--- src/rtl/fifo_rd_drain_if.sv ---
// fifo_rd_drain_if
//   Bundles the two handshakes of the read-side drain block: the pop side
//   towards the async FIFO and the valid/ready stream towards the consumer.
//
//   Signals:
//     rd_en      FIFO pop request (driven by the drain block)
//     empty      FIFO empty flag, same-cycle
//     rdata      FIFO read data, valid the cycle after rd_en
//     underflow  FIFO underflow pulse
//     m_data     head-of-buffer word (driven by the drain block)
//     m_valid    m_data is valid (driven by the drain block)
//     m_ready    downstream accept
//
//   Modports:
//     master  the drain block itself
//     slave   the environment (FIFO plus downstream consumer)

`ifndef DATA_WIDTH
`define DATA_WIDTH 8
`endif

interface fifo_rd_drain_if #(
    parameter int DATA_WIDTH = `DATA_WIDTH
);
    logic                  rd_en;
    logic                  empty;
    logic [DATA_WIDTH-1:0] rdata;
    logic                  underflow;
    logic [DATA_WIDTH-1:0] m_data;
    logic                  m_valid;
    logic                  m_ready;

    modport master (
        output rd_en,
        input  empty,
        input  rdata,
        input  underflow,
        output m_data,
        output m_valid,
        input  m_ready
    );

    modport slave (
        input  rd_en,
        output empty,
        output rdata,
        output underflow,
        input  m_data,
        input  m_valid,
        output m_ready
    );
endinterface

--- src/rtl/fifo_rd_drain.sv ---
// fifo_rd_drain
//   Read-side consumer for the async FIFO, entirely in the rd_clk domain.
//   Pops a word whenever the FIFO is non-empty and there is room for it,
//   absorbs the FIFO's one-cycle read latency in a 2-entry skid buffer and
//   presents the words as a valid/ready stream. Counts delivered words and
//   keeps a sticky flag for any FIFO underflow indication.
//
//   Ports:
//     rd_clk_i    sole clock, rising edge
//     rst_i       synchronous reset, active low
//     en_i        drain enable; low stops new pops, buffer still drains
//     bus         fifo_rd_drain_if.master (FIFO pop side + output stream)
//     occ_o       buffer occupancy, 0..2
//     word_cnt_o  words accepted downstream, wraps modulo 2^CNT_WIDTH
//     err_uf_o    sticky underflow flag, cleared only by reset

`ifndef DATA_WIDTH
`define DATA_WIDTH 8
`endif

module fifo_rd_drain #(
    parameter int DATA_WIDTH = `DATA_WIDTH,
    parameter int CNT_WIDTH  = 16
) (
    input  logic                 rd_clk_i,
    input  logic                 rst_i,
    input  logic                 en_i,
    fifo_rd_drain_if.master      bus,
    output logic [1:0]           occ_o,
    output logic [CNT_WIDTH-1:0] word_cnt_o,
    output logic                 err_uf_o
);

    // Skid buffer storage and pointers
    logic [DATA_WIDTH-1:0] mem0_q, mem0_d;
    logic [DATA_WIDTH-1:0] mem1_q, mem1_d;
    logic                  wptr_q, wptr_d;
    logic                  rptr_q, rptr_d;
    logic [1:0]            occ_q,  occ_d;

    // A pop issued last cycle whose data is on rdata this cycle
    logic                  inflight_q, inflight_d;

    logic [CNT_WIDTH-1:0]  word_cnt_q, word_cnt_d;
    logic                  err_uf_q,   err_uf_d;

    logic                  m_valid;
    logic                  accept;
    logic                  rd_en;
    logic [2:0]            occ_sum;

    assign m_valid = (occ_q != 2'd0);
    assign accept  = m_valid & bus.m_ready;

    // Occupancy once this cycle's capture and accept have taken effect.
    // An accept implies occ_q >= 1, so this never goes negative, and the
    // pop credit below keeps occ_q + inflight_q <= 2.
    assign occ_sum = {1'b0, occ_q} + {2'b00, inflight_q} - {2'b00, accept};

    // A pop is allowed only if its word will still have a free slot when it
    // lands; counting the accept lets rd_en re-assert in the same cycle that
    // m_ready returns.
    assign rd_en = rst_i & en_i & ~bus.empty & (occ_sum < 3'd2);

    always_comb begin
        mem0_d      = mem0_q;
        mem1_d      = mem1_q;
        wptr_d      = wptr_q;
        rptr_d      = rptr_q;
        occ_d       = occ_sum[1:0];
        inflight_d  = rd_en;
        word_cnt_d  = word_cnt_q;
        err_uf_d    = err_uf_q | bus.underflow;

        if (inflight_q) begin
            if (wptr_q) begin
                mem1_d = bus.rdata;
            end else begin
                mem0_d = bus.rdata;
            end
            wptr_d = ~wptr_q;
        end

        if (accept) begin
            rptr_d     = ~rptr_q;
            word_cnt_d = word_cnt_q + {{(CNT_WIDTH-1){1'b0}}, 1'b1};
        end
    end

    // Reset discards buffered words and any word still in flight; the
    // in-flight word has already left the FIFO and is deliberately lost.
    always_ff @(posedge rd_clk_i) begin
        if (!rst_i) begin
            mem0_q     <= '0;
            mem1_q     <= '0;
            wptr_q     <= 1'b0;
            rptr_q     <= 1'b0;
            occ_q      <= 2'd0;
            inflight_q <= 1'b0;
            word_cnt_q <= '0;
            err_uf_q   <= 1'b0;
        end else begin
            mem0_q     <= mem0_d;
            mem1_q     <= mem1_d;
            wptr_q     <= wptr_d;
            rptr_q     <= rptr_d;
            occ_q      <= occ_d;
            inflight_q <= inflight_d;
            word_cnt_q <= word_cnt_d;
            err_uf_q   <= err_uf_d;
        end
    end

    assign bus.rd_en   = rd_en;
    assign bus.m_valid = m_valid;
    assign bus.m_data  = rptr_q ? mem1_q : mem0_q;

    assign occ_o      = occ_q;
    assign word_cnt_o = word_cnt_q;
    assign err_uf_o   = err_uf_q;

    // The credit check must keep the buffer from ever holding three words.
    a_occ_bound : assert property (@(posedge rd_clk_i) disable iff (!rst_i)
        (occ_q != 2'd3) && ({1'b0, occ_q} + {2'b00, inflight_q} <= 3'd2));

endmodule

--- src/flat_wrapper.sv ---
// flat-port wrapper written by rule: the top's interface ports become plain ports
module fifo_rd_drain_flat 
#(
    parameter int DATA_WIDTH = `DATA_WIDTH,
    parameter int CNT_WIDTH  = 16
)
  (rd_clk_i, rst_i, en_i, occ_o, word_cnt_o, err_uf_o, bus_rd_en, bus_empty, bus_rdata, bus_underflow, bus_m_data, bus_m_valid, bus_m_ready);
  fifo_rd_drain_if #(.DATA_WIDTH(DATA_WIDTH)) bus_i ();
  input  logic rd_clk_i;
  input  logic rst_i;
  input  logic en_i;
  output logic [1:0] occ_o;
  output logic [CNT_WIDTH-1:0] word_cnt_o;
  output logic err_uf_o;
  output wire logic [$bits(bus_i.rd_en)-1:0] bus_rd_en;
  input wire logic [$bits(bus_i.empty)-1:0] bus_empty;
  input wire logic [$bits(bus_i.rdata)-1:0] bus_rdata;
  input wire logic [$bits(bus_i.underflow)-1:0] bus_underflow;
  output wire logic [$bits(bus_i.m_data)-1:0] bus_m_data;
  output wire logic [$bits(bus_i.m_valid)-1:0] bus_m_valid;
  input wire logic [$bits(bus_i.m_ready)-1:0] bus_m_ready;
  assign bus_rd_en = bus_i.rd_en;
  assign bus_i.empty = bus_empty;
  assign bus_i.rdata = bus_rdata;
  assign bus_i.underflow = bus_underflow;
  assign bus_m_data = bus_i.m_data;
  assign bus_m_valid = bus_i.m_valid;
  assign bus_i.m_ready = bus_m_ready;
  fifo_rd_drain #(.DATA_WIDTH(DATA_WIDTH), .CNT_WIDTH(CNT_WIDTH)) u_core (.rd_clk_i(rd_clk_i), .rst_i(rst_i), .en_i(en_i), .bus(bus_i), .occ_o(occ_o), .word_cnt_o(word_cnt_o), .err_uf_o(err_uf_o));
endmodule
--- config.mk ---
export PLATFORM = sky130hd
export DESIGN_NAME = fifo_rd_drain_flat
export DESIGN_NICKNAME = d
export VERILOG_FILES = /design/src/rtl/fifo_rd_drain_if.sv /design/src/rtl/fifo_rd_drain.sv /design/src/flat_wrapper.sv
export SDC_FILE = /design/constraint.sdc
export NUM_CORES = 1
export LEC_CHECK = 0
export BUFFER_PORTS_ARGS = -buffer_cell sky130_fd_sc_hd__buf_4
export CORE_ASPECT_RATIO = 1.4
export CORE_MARGIN = 3
export CORE_UTILIZATION = 46
export CTS_CLUSTER_SIZE = 40
export DETAILED_ROUTE_END_ITERATION = 8
export PLACE_DENSITY_LB_ADDON = 0.12
export SLEW_MARGIN = 30
export SYNTH_ARGS = -nofsm -noshare
export SYNTH_HDL_FRONTEND = slang
export SYNTH_SLANG_ARGS = --single-unit
--- constraint.sdc ---
create_clock -name rd_clk_i -period 2.1 [get_ports rd_clk_i]
set_input_delay 0.21 -clock rd_clk_i [delete_from_list [all_inputs] [get_ports rd_clk_i]]
set_output_delay 0.21 -clock rd_clk_i [all_outputs]
set_load 0.02 [all_outputs]
==> metrics.txt <==
status=complete, but fails checks; failing checks=negative setup slack; WHS Path Cells=2; CP Launch Type=flip-flop; final WL=between 3000 and 4000 um; upper clock frequency limit=roughly 410 MHz; final hold violation count=0; Post-Place Cell Area=approximately 0.0021 sq mm; crit path kind=flip-flop to output pin; Nets=262; DRT iter0 DRCs=49; #FFs+latches synth=38; fillcell total=300; Cells after Synth=between 150 and 200; final setup violation count=1; DRC=0; CTS tree=done; Worst Slack Setup Final=-0.3248 ns; asr flop ratio synth=0%; DIE WIDTH=about 57 um; vias=between 1000 and 1500; largest net degree at the start of global routing=20; Pleak=~0.86 nW; Slowest-stage cell, CP=dfxtp_4; initial antenna violation count=0; family with the most delay on the worst path=adder cells; DP Worst Slack=-0.1213 ns; total track usage=approximately a fifth; PD cells=slightly below 1000 mW/mm^2; drt via density=5.232; WHS=0.1141 ns; cell area after synthesis=around 0.0017 sq mm; fin util=between 60% and 70%; CTS root buffer=clkbuf_8; htree depth=2; register area share after synthesis=roughly 46%; Critical Path Sink Type=output pin; clock tree sinks=38; vias in the first global route=~1500; full die area=about 0.0044 sq mm; largest stage delay on the critical path=~0.35 ns; Initial Util=48.66%; routability cong.=0.7813; n_diodes=0; first-pass GRT wire length=6906 um; post-route ant nets=0; hold buffers post-CTS=0; crit-path cells=o21a_4, ha_4, inv_2, ha_4, fa_2, xnor2_1, buf_4, nor4_4, buf_4; Design Area, Final=~0.0022 sq mm; clock-pin slew on the worst setup and hold paths=0.07 ns; Clock Tree Buf Depth=2; synthesis-to-layout area growth=34.24%; ys flop type=dfxtp_1; R2R cell count=7; layout cells sized above 1=approximately a third; clk_lat worst skew=between 0.2 and 0.3 ns; Final Cycle Share=115.5%; Ports=43; Crit Path Max Fanout=2; Ys Warns=0; max-capacitance violation count=0; EDFF count, synth=0; num rows=25; CP Data Arrival Time=around 2.2 ns; RSZ-0062 raised after global routing=yes; Hold Path Class=primary input to flip-flop; leading cell type in the layout, fill and taps excluded=buf_4; fin. max-slew vios=0; minimum clock period=about 2.4 ns; CP Depth=9; buffers and inverters on the worst path=3; Worst VDD drop=895.5 uV; dpl hpwl=2909 um; routed len/inst=13.60 um; synth unique cells=30; grt ovf=0; Synth Net Count=213; number of port buffers=42; CP required=1.89 ns; slew at the pin with the worst max-slew slack=around 0.63 ns; Core ar.=~0.0034 sq mm; CTS buffer count=5; DRT Pass-1 Iters=4; Setup Skew=between 0.008 and 0.009 ns; die height=slightly below 80 um; Slew HR=between 50% and 60%; syn avg cell area=~8.5 sq um; commonest cells after routing, fill and taps aside=51 x buf_4, 36 x dfxtp_1, 33 x nand2_1
-- cell families after synthesis --
logic type / synth area share [%]
and+or+nand+nor: 23.91
DFF: 45.85
AOI/OAI and AO/OA: 9.728
buffers and inverters: 4.147
xor gates and xnor gates: 6.863
muxes: 6.033
adders and majority gates: 3.469
-- worst reg2reg max path, stage by stage (launching register included) --
cell,delay (ns)
dfxtp_4,0.35
o21a_4,0.22
ha_4,0.25
inv_2,0.04
ha_4,0.14
fa_2,0.45
buf_4,0.15
nor4_1,0.26
-- per-layer routing --
metal,wire (um),GRT usage [%],up-vias
li1,-,-,754
met2,2032,35.53,49
met5,0,0,-
met1,1535,21.45,681
met4,80,8.353,0
met3,227,5.051,7
-- worst paths after layout --
check / start / to / slack (ns)
max: u_core.occ_o[1]$_SDFF_PN0_ / bus_rd_en / -0.32
min: bus_empty / u_core.inflight_q$_SDFF_PN0_ / 0.11
max reg2reg: u_core.occ_o[1]$_SDFF_PN0_ / u_core.inflight_q$_SDFF_PN0_ / 0.14
min reg2reg: u_core.mem0_q[7]$_SDFFE_PN0P_ / u_core.mem0_q[7]$_SDFFE_PN0P_ / 0.45
-- cell type report --
cell class,instances,area [sq um],share of cell area (%)
Clock buffer,5,68.82,3.090
Clock inverter,3,43.79,1.966
Inverter,9,33.78,1.517
Multi-Input combinational cell,139,879.6,39.49
Sequential cell,38,768.2,34.49
Tap cell,40,50.05,2.247
Timing Repair Buffer,51,382.9,17.19
-- cells in the mapped netlist (all sizes together), types with 2 or more instances --
library cell	number	area share (%)
nor4	6	2.3
mux2	8	5.4
a21oi	21	6.3
and2	2	0.75
nand3	12	3.6
nor2	18	4.1
nand2b	3	1.1
nor3	5	1.8
xnor2	11	5.8
clkbuf	8	1.8
inv	8	1.8
nand4	4	1.5
nand2	33	7.5
ha	3	2.3
dfxtp	38	46
xor2	2	1.1
-- metrics by stage --
step	std cells	power, mW	setup TNS [ns]
after detailed placement	275	1.555	-0.1213
after global routing	285	2.330	-0.4385
after CTS	285	2.224	-0.3501
after floorplan	195	1.298	-0.1523
final	285	2.206	-0.3248
after global placement	275	1.520	-0.06459
-- timing repair --
item | 4_1_cts | 5_1_grt
gates resized for setup | 1 | 1
pin swaps | 2 | 0
buffers inserted | 2 | 0
endpoints found under the hold margin | 0 | 0
endpoints found under the setup margin | 1 | 1
-- registers in the layout (all words and copies together), names as in the netlist --
register           count
u_core.mem1_q          8
u_core.mem0_q          8
u_core.err_uf_o        1
u_core.occ_o           2
u_core.inflight_q      1
u_core.wptr_q          1
u_core.word_cnt_o     16
u_core.rptr_q          1
-- power breakdown --
part	switching (mW)	internal, mW	total (mW)
combinational	0.354	0.355	0.709
sequential	0.0823	0.793	0.876
clock	0.268	0.354	0.622
(Power assumes the default switching activity.)
